**src/rtl/regfile_scoreboard_pkg.sv**
```systemverilog
// Shared constants and types for the register file / pending-write scoreboard.
package regfile_scoreboard_pkg;

  localparam int XLEN       = 32;
  localparam int NREGS      = 32;
  localparam int REG_ADDR_W = 5;
  localparam int PEND_W     = 2;

  localparam logic [REG_ADDR_W-1:0] REG_ZERO = 5'd0;

  // Saturation value of a pending-write counter and the unit step.
  localparam logic [PEND_W-1:0] PEND_MAX  = {PEND_W{1'b1}};
  localparam logic [PEND_W-1:0] PEND_ONE  = {{(PEND_W-1){1'b0}}, 1'b1};
  localparam logic [PEND_W-1:0] PEND_NONE = {PEND_W{1'b0}};

  typedef logic [REG_ADDR_W-1:0] reg_addr_t;
  typedef logic [XLEN-1:0]       reg_data_t;
  typedef logic [PEND_W-1:0]     pend_cnt_t;

endpackage

```
**src/rtl/regfile_scoreboard_array.sv**
```systemverilog
// Register storage with one write port and two bypassing combinational read ports.
module regfile_array
  import regfile_scoreboard_pkg::*;
(
  input  logic                  clk,
  input  logic                  reset,
  input  logic [XLEN-1:0]       wb_data,
  input  logic [REG_ADDR_W-1:0] wb_addr,
  input  logic                  wb_write,
  input  logic [REG_ADDR_W-1:0] rs1_addr,
  input  logic [REG_ADDR_W-1:0] rs2_addr,
  output logic [XLEN-1:0]       rs1_data,
  output logic [XLEN-1:0]       rs2_data
);

  reg_data_t regs_r [NREGS];

  // Storage update: clear on reset, otherwise accept writebacks except to x0.
  always_ff @(posedge clk) begin
    if (reset) begin
      for (int i = 0; i < NREGS; i++) begin
        regs_r[i] <= '0;
      end
    end else if (wb_write && (wb_addr != REG_ZERO)) begin
      regs_r[wb_addr] <= wb_data;
    end else begin
      regs_r[0] <= '0;
    end
  end

  // Read port 1: x0 reads zero, a same-cycle writeback is forwarded, else the array.
  always_comb begin
    rs1_data = '0;
    if (rs1_addr == REG_ZERO) begin
      rs1_data = '0;
    end else if (wb_write && (wb_addr == rs1_addr)) begin
      rs1_data = wb_data;
    end else begin
      rs1_data = regs_r[rs1_addr];
    end
  end

  // Read port 2: same forwarding rules as port 1.
  always_comb begin
    rs2_data = '0;
    if (rs2_addr == REG_ZERO) begin
      rs2_data = '0;
    end else if (wb_write && (wb_addr == rs2_addr)) begin
      rs2_data = wb_data;
    end else begin
      rs2_data = regs_r[rs2_addr];
    end
  end

endmodule

```
**src/rtl/regfile_scoreboard.sv**
```systemverilog
// Register file plus per-register pending-write counters that generate the decode stall.
module regfile_scoreboard
  import regfile_scoreboard_pkg::*;
(
  input  logic                  clk,
  input  logic                  reset,
  input  logic [XLEN-1:0]       wb_data,
  input  logic [REG_ADDR_W-1:0] wb_addr,
  input  logic                  wb_write,
  input  logic [REG_ADDR_W-1:0] rs1_addr,
  input  logic [REG_ADDR_W-1:0] rs2_addr,
  input  logic                  rs1_used,
  input  logic                  rs2_used,
  input  logic                  issue_valid,
  input  logic                  issue_writes,
  input  logic [REG_ADDR_W-1:0] issue_rd,
  output logic [XLEN-1:0]       rs1_data,
  output logic [XLEN-1:0]       rs2_data,
  output logic                  stall,
  output logic                  sb_error
);

  pend_cnt_t        pend_r [NREGS];
  logic             sb_error_r;

  logic [NREGS-1:0] wb_hit_s;
  logic [NREGS-1:0] inc_s;
  logic [NREGS-1:0] dec_s;
  logic             underflow_s;
  pend_cnt_t        eff1_s;
  pend_cnt_t        eff2_s;
  logic             raw1_s;
  logic             raw2_s;
  logic             full_s;
  logic             stall_s;
  logic             accept_s;

  regfile_array u_array (
    .clk      (clk),
    .reset    (reset),
    .wb_data  (wb_data),
    .wb_addr  (wb_addr),
    .wb_write (wb_write),
    .rs1_addr (rs1_addr),
    .rs2_addr (rs2_addr),
    .rs1_data (rs1_data),
    .rs2_data (rs2_data)
  );

  // Decode which register the writeback retires; x0 is never a hit.
  always_comb begin
    wb_hit_s = '0;
    for (int r = 0; r < NREGS; r++) begin
      wb_hit_s[r] = wb_write && (wb_addr == REG_ADDR_W'(r)) && (r != 0);
    end
  end

  // Hazard detection: a retiring writeback counts as already done, so dependents
  // are released in the same cycle as their last pending write.
  always_comb begin
    eff1_s   = pend_r[rs1_addr] - PEND_W'(wb_hit_s[rs1_addr] && (pend_r[rs1_addr] != PEND_NONE));
    eff2_s   = pend_r[rs2_addr] - PEND_W'(wb_hit_s[rs2_addr] && (pend_r[rs2_addr] != PEND_NONE));
    raw1_s   = rs1_used && (rs1_addr != REG_ZERO) && (eff1_s != PEND_NONE);
    raw2_s   = rs2_used && (rs2_addr != REG_ZERO) && (eff2_s != PEND_NONE);
    full_s   = issue_writes && (issue_rd != REG_ZERO) &&
               (pend_r[issue_rd] == PEND_MAX) && !wb_hit_s[issue_rd];
    stall_s  = reset || (issue_valid && (raw1_s || raw2_s || full_s));
    accept_s = issue_valid && !stall_s;
  end

  // Per-register increment/decrement requests and underflow detection.
  always_comb begin
    inc_s       = '0;
    dec_s       = '0;
    underflow_s = 1'b0;
    for (int r = 1; r < NREGS; r++) begin
      inc_s[r] = accept_s && issue_writes && (issue_rd == REG_ADDR_W'(r));
      dec_s[r] = wb_hit_s[r] && (pend_r[r] != PEND_NONE);
      if (wb_hit_s[r] && (pend_r[r] == PEND_NONE)) begin
        underflow_s = 1'b1;
      end else begin
        underflow_s = underflow_s;
      end
    end
  end

  // Pending counters and sticky error flag.
  always_ff @(posedge clk) begin
    if (reset) begin
      for (int r = 0; r < NREGS; r++) begin
        pend_r[r] <= PEND_NONE;
      end
      sb_error_r <= 1'b0;
    end else begin
      pend_r[0] <= PEND_NONE;
      for (int r = 1; r < NREGS; r++) begin
        case ({inc_s[r], dec_s[r]})
          2'b10:   pend_r[r] <= pend_r[r] + PEND_ONE;
          2'b01:   pend_r[r] <= pend_r[r] - PEND_ONE;
          default: pend_r[r] <= pend_r[r];
        endcase
      end
      if (underflow_s) begin
        sb_error_r <= 1'b1;
      end else begin
        sb_error_r <= sb_error_r;
      end
    end
  end

  assign stall    = stall_s;
  assign sb_error = sb_error_r;

endmodule

```
**config.mk**
```make
export PLATFORM = sky130hd
export DESIGN_NAME = regfile_scoreboard
export DESIGN_NICKNAME = d
export VERILOG_FILES = /design/src/rtl/regfile_scoreboard_pkg.sv /design/src/rtl/regfile_scoreboard_array.sv /design/src/rtl/regfile_scoreboard.sv
export SDC_FILE = /design/constraint.sdc
export NUM_CORES = 2
export LEC_CHECK = 0
export CAP_MARGIN = 25
export CORE_UTILIZATION = 35
export CTS_CLUSTER_SIZE = 28
export DETAILED_ROUTE_END_ITERATION = 10
export GPL_TIMING_DRIVEN = 0
export PLACE_DENSITY = 0.51
export SLEW_MARGIN = 20
export SYNTH_ARGS = -nofsm -noshare
export SYNTH_HDL_FRONTEND = slang
export SYNTH_SLANG_ARGS = --single-unit
```
**constraint.sdc**
```tcl
create_clock -name clk -period 11.02 [get_ports clk]
set_input_delay 2.204 -clock clk [delete_from_list [all_inputs] [get_ports clk]]
set_output_delay 2.204 -clock clk [all_outputs]
set_load 0.05 [all_outputs]
```
==> key figures <==
Outcome
  • Status: complete, no violations

Timing
  • Worst slew slack as a fraction of its limit: between 10% and 20%
  • Max-slew violations: 0
  • Tmin final: 10.33 ns
  • Setup TNS Final: 0 ns
  • Setup Viol. Count Final: 0
  • Setup repair after global routing missed its margin: false
  • Number of hold violations in the final report: 0
  • Max Freq: about 97 MHz
  • Worst-Margin Slew: around 1.2 ns
  • Layout Skew: ~0.017 ns
  • Period utilization: between 90% and 100%
  • Post-layout worst setup margin: approximately 0.69 ns

Placement
  • Dpl ws: roughly 0.83 ns
  • Gpl congestion: 1.003
  • Placed Instance Area: between 0.06 and 0.07 sq mm
  • Post-DP HPWL: roughly 210000 um
  • Buffers on Ports: between 100 and 150

Global route
  • Overall fraction of global-route tracks in use: approximately 29%
  • Number of antenna violations at the first check in global routing: 19
  • Global-route wire length before repair: between 300000 and 400000 um
  • GR Overflow Total: 0
  • Largest net degree at the start of global routing: 24
  • Vias in the first global route: 41150

Worst hold path
  • Hold WC Path Type: flip-flop to flip-flop
  • Startpoint of the most critical hold path: sb_error$_SDFFE_PP0P_
  • Hold-critical path depth: 2

Worst setup path
  • Launch point of the worst path: rs1_addr[0]
  • Crit path buf inv count: 6
  • Number of cells on the critical path: 10
  • Critical path's top delay family: buffers and inverters
  • Critical path peak fanout: 10
  • Data arrival time at the worst-slack endpoint: 8.13 ns
  • Register-to-Register Path Depth: 12
  • Required time at the worst-slack endpoint: slightly below 9 ns
  • Largest stage delay, worst path: roughly 0.92 ns
  • Cells along the critical path: clkdlybuf4s50_1 > buf_4 > buf_2 > clkbuf_1 > buf_2 > mux4_2 > mux4_2 > mux2i_1 > a211oi_1 > clkdlybuf4s50_1
  • Slowest cell on the critical path: sky130_fd_sc_hd__buf_2
  • Kind of capture point of the worst setup path: primary output
  • Type of the worst setup path: input port to primary output
  • Worst r2r src: pend_r[10][0]$_SDFFCE_PP0P_
  • Startpoint type of the worst setup path: input port

Floorplan
  • Starting Density: between 30% and 40%
  • Num rows: around 150
  • Die width: between 400 and 500 um
  • Core Region: about 0.18 sq mm
  • Floorplan die area: 0.1788 sq mm
  • Height of the chip: between 400 and 500 um
  • I/O pin count: roughly 130

Clock network
  • CTS H-Tree Depth: 3
  • Postcts setup bufs: 0
  • Total of cells resized after clock tree synthesis: 0
  • Sink Count: ~1100
  • Clock transition at the register clock pins on the worst setup and hold paths after CTS: ~0.060 ns
  • Post-CTS Hold Buffers: 0
  • CTS tree: built
  • Root buffer cell: sky130_fd_sc_hd__clkbuf_16
  • Longest Clk Path Bufs: 3
  • Number of CTS-inserted buffers: between 100 and 150
  • Worst-skew pair later-pin latency: roughly 0.76 ns

Cells and area
  • Area growth from synthesis to layout: 16.19%
  • Final design instance area without fill: between 0.07 and 0.08 sq mm
  • Total area of multi-input combinational cells: around 0.028 sq mm
  • Nets: 4678
  • Area occupied by registers: approximately 0.033 sq mm
  • Fraction of layout cells with a size suffix above 1: 23.39%
  • Most common cell after layout, fill and taps aside: sky130_fd_sc_hd__edfxtp_1
  • Most frequent cells in the layout: sky130_fd_sc_hd__edfxtp_1, sky130_fd_sc_hd__and2_1, sky130_fd_sc_hd__mux4_2
  • Filler cell count in the final layout: approximately 16000
  • Share of the core filled with cells: between 40% and 50%

Synth
  • Main flop type after synthesis: sky130_fd_sc_hd__edfxtp_1
  • Cell area after technology mapping: slightly above 0.06 sq mm
  • FF+latch count, synth: between 1000 and 1500
  • Async set or reset register ratio after synthesis: 0%
  • Cell count after synthesis: 4216
  • Library cells used by synthesis: 65
  • Syn_area_per_cell: 14.71 sq um
  • Count of yosys warnings during synthesis: 0
  • Number of flops mapped to enable cells by yosys: 1086
  • Sequential element share of the synthesized area: a little over half

Route
  • ANT nets after route: 0
  • Average vias per placed instance: around 6
  • Routed wire length per instance: about 37 um
  • Residual DRC: 0
  • Wire length after detailed routing: 261300 um
  • Total iterations of the first detailed-routing run: 6
  • 1st-iter DRT viols: slightly below 6000
  • Number of vias after detailed routing: ~42000

Pwr
  • Power per unit of standard cell area: around 150 mW/mm^2
  • Total power: between 10 and 15 mW
  • Maximum VDD drop: around 0.13 mV
  • Leakage power: about 24 nW

Job
  • Number of max-capacitance violations reported: 0
==> worst register-to-register path: stages (launching register included) <==
cell	delay, ns
sky130_fd_sc_hd__edfxtp_1	0.36
sky130_fd_sc_hd__clkbuf_1	0.26
sky130_fd_sc_hd__mux4_2	0.55
sky130_fd_sc_hd__o41ai_2	0.07
sky130_fd_sc_hd__o22ai_1	0.15
sky130_fd_sc_hd__a2111oi_2	0.58
sky130_fd_sc_hd__a21o_1	0.18
sky130_fd_sc_hd__and4_1	0.19
sky130_fd_sc_hd__clkbuf_1	0.33
sky130_fd_sc_hd__buf_2	0.37
sky130_fd_sc_hd__nand3_1	0.15
sky130_fd_sc_hd__ha_1	0.37
sky130_fd_sc_hd__o21ai_0	0.31
==> final timing paths <==
check | to | slack, ns
worst min register to register | sb_error$_SDFFE_PP0P_ | 0.65
worst max-delay path | rs1_data[4] | 0.69
worst max register to register | pend_r[5][0]$_SDFFCE_PP0P_ | 6.82
worst min-delay path | sb_error$_SDFFE_PP0P_ | 0.65
==> synthesized netlist by cell type (48+ instances only) <==
cell                       instances  share of area (%)
sky130_fd_sc_hd__a211oi_1         70               0.85
sky130_fd_sc_hd__and2_1          999                 10
sky130_fd_sc_hd__buf_2            60               0.48
sky130_fd_sc_hd__clkbuf_1        343                2.1
sky130_fd_sc_hd__edfxtp_1       1086                 53
sky130_fd_sc_hd__ha_1             63                1.3
sky130_fd_sc_hd__mux2i_1          74                1.2
sky130_fd_sc_hd__mux4_2          667                 24
sky130_fd_sc_hd__nand2_1          49               0.30
sky130_fd_sc_hd__nand3_1          48               0.39
sky130_fd_sc_hd__nor2_1          251                1.5
sky130_fd_sc_hd__nor3_1           87               0.70
sky130_fd_sc_hd__o21ai_0          89               0.72
==> state kept, by name, summed over array words and instances (netlist names) <==
signal / count
u_array.regs_r: 1024
pend_r: 62
sb_error: 1
==> logic make-up after synthesis <==
logic type	Yosys count	share of synthesized area (%)
simple gates	1559	14.40
flops	1087	52.63
mux	744	25.48
buf+inv	474	3.009
compound gates	231	2.407
fa+ha+maj	63	1.271
xor+xnor	57	0.8052
other cells	1	0.006048
==> metrics by stage <==
stage | std cells | hold WS (ns)
floorplan | 4247 | 0.5987
global placement | 6702 | 0.6359
detailed placement | 6771 | 0.6207
CTS | 6993 | 0.6587
global route | 6995 | 0.6898
finish | 7005 | 0.6498
==> cell type report <==
| class | instances | share of cell area [%] |
|---|---|---|
| Antenna cell | 10 | 0.03473 |
| Buffer | 435 | 2.506 |
| Clock buffer | 150 | 4.413 |
| Clock inverter | 72 | 1.051 |
| Inverter | 39 | 0.2032 |
| Multi-Input combinational cell | 2686 | 38.83 |
| Sequential cell | 1087 | 45.29 |
| Tap cell | 2340 | 4.064 |
| Timing Repair Buffer | 186 | 3.600 |
==> metal layers <==
metal / up-vias / wire length, um / share of wire, % / track usage [%]
li1: 16930 / - / - / -
met1: 22040 / 98930 / 38 / 36.21
met4: 2 / 15170 / 5.8 / 14.96
met2: 2271 / 125300 / 48 / 47.70
met5: - / 10 / 0.0038 / 0
met3: 536 / 21880 / 8.4 / 5.621
==> report_power, final <==
group	total, mW	switching, mW	internal, mW
Clock	4.17	1.79	2.38
Sequential	4.94	0.146	4.79
Combinational	1.95	1.22	0.730
No activity file was read; power rests on OpenSTA's default activity.
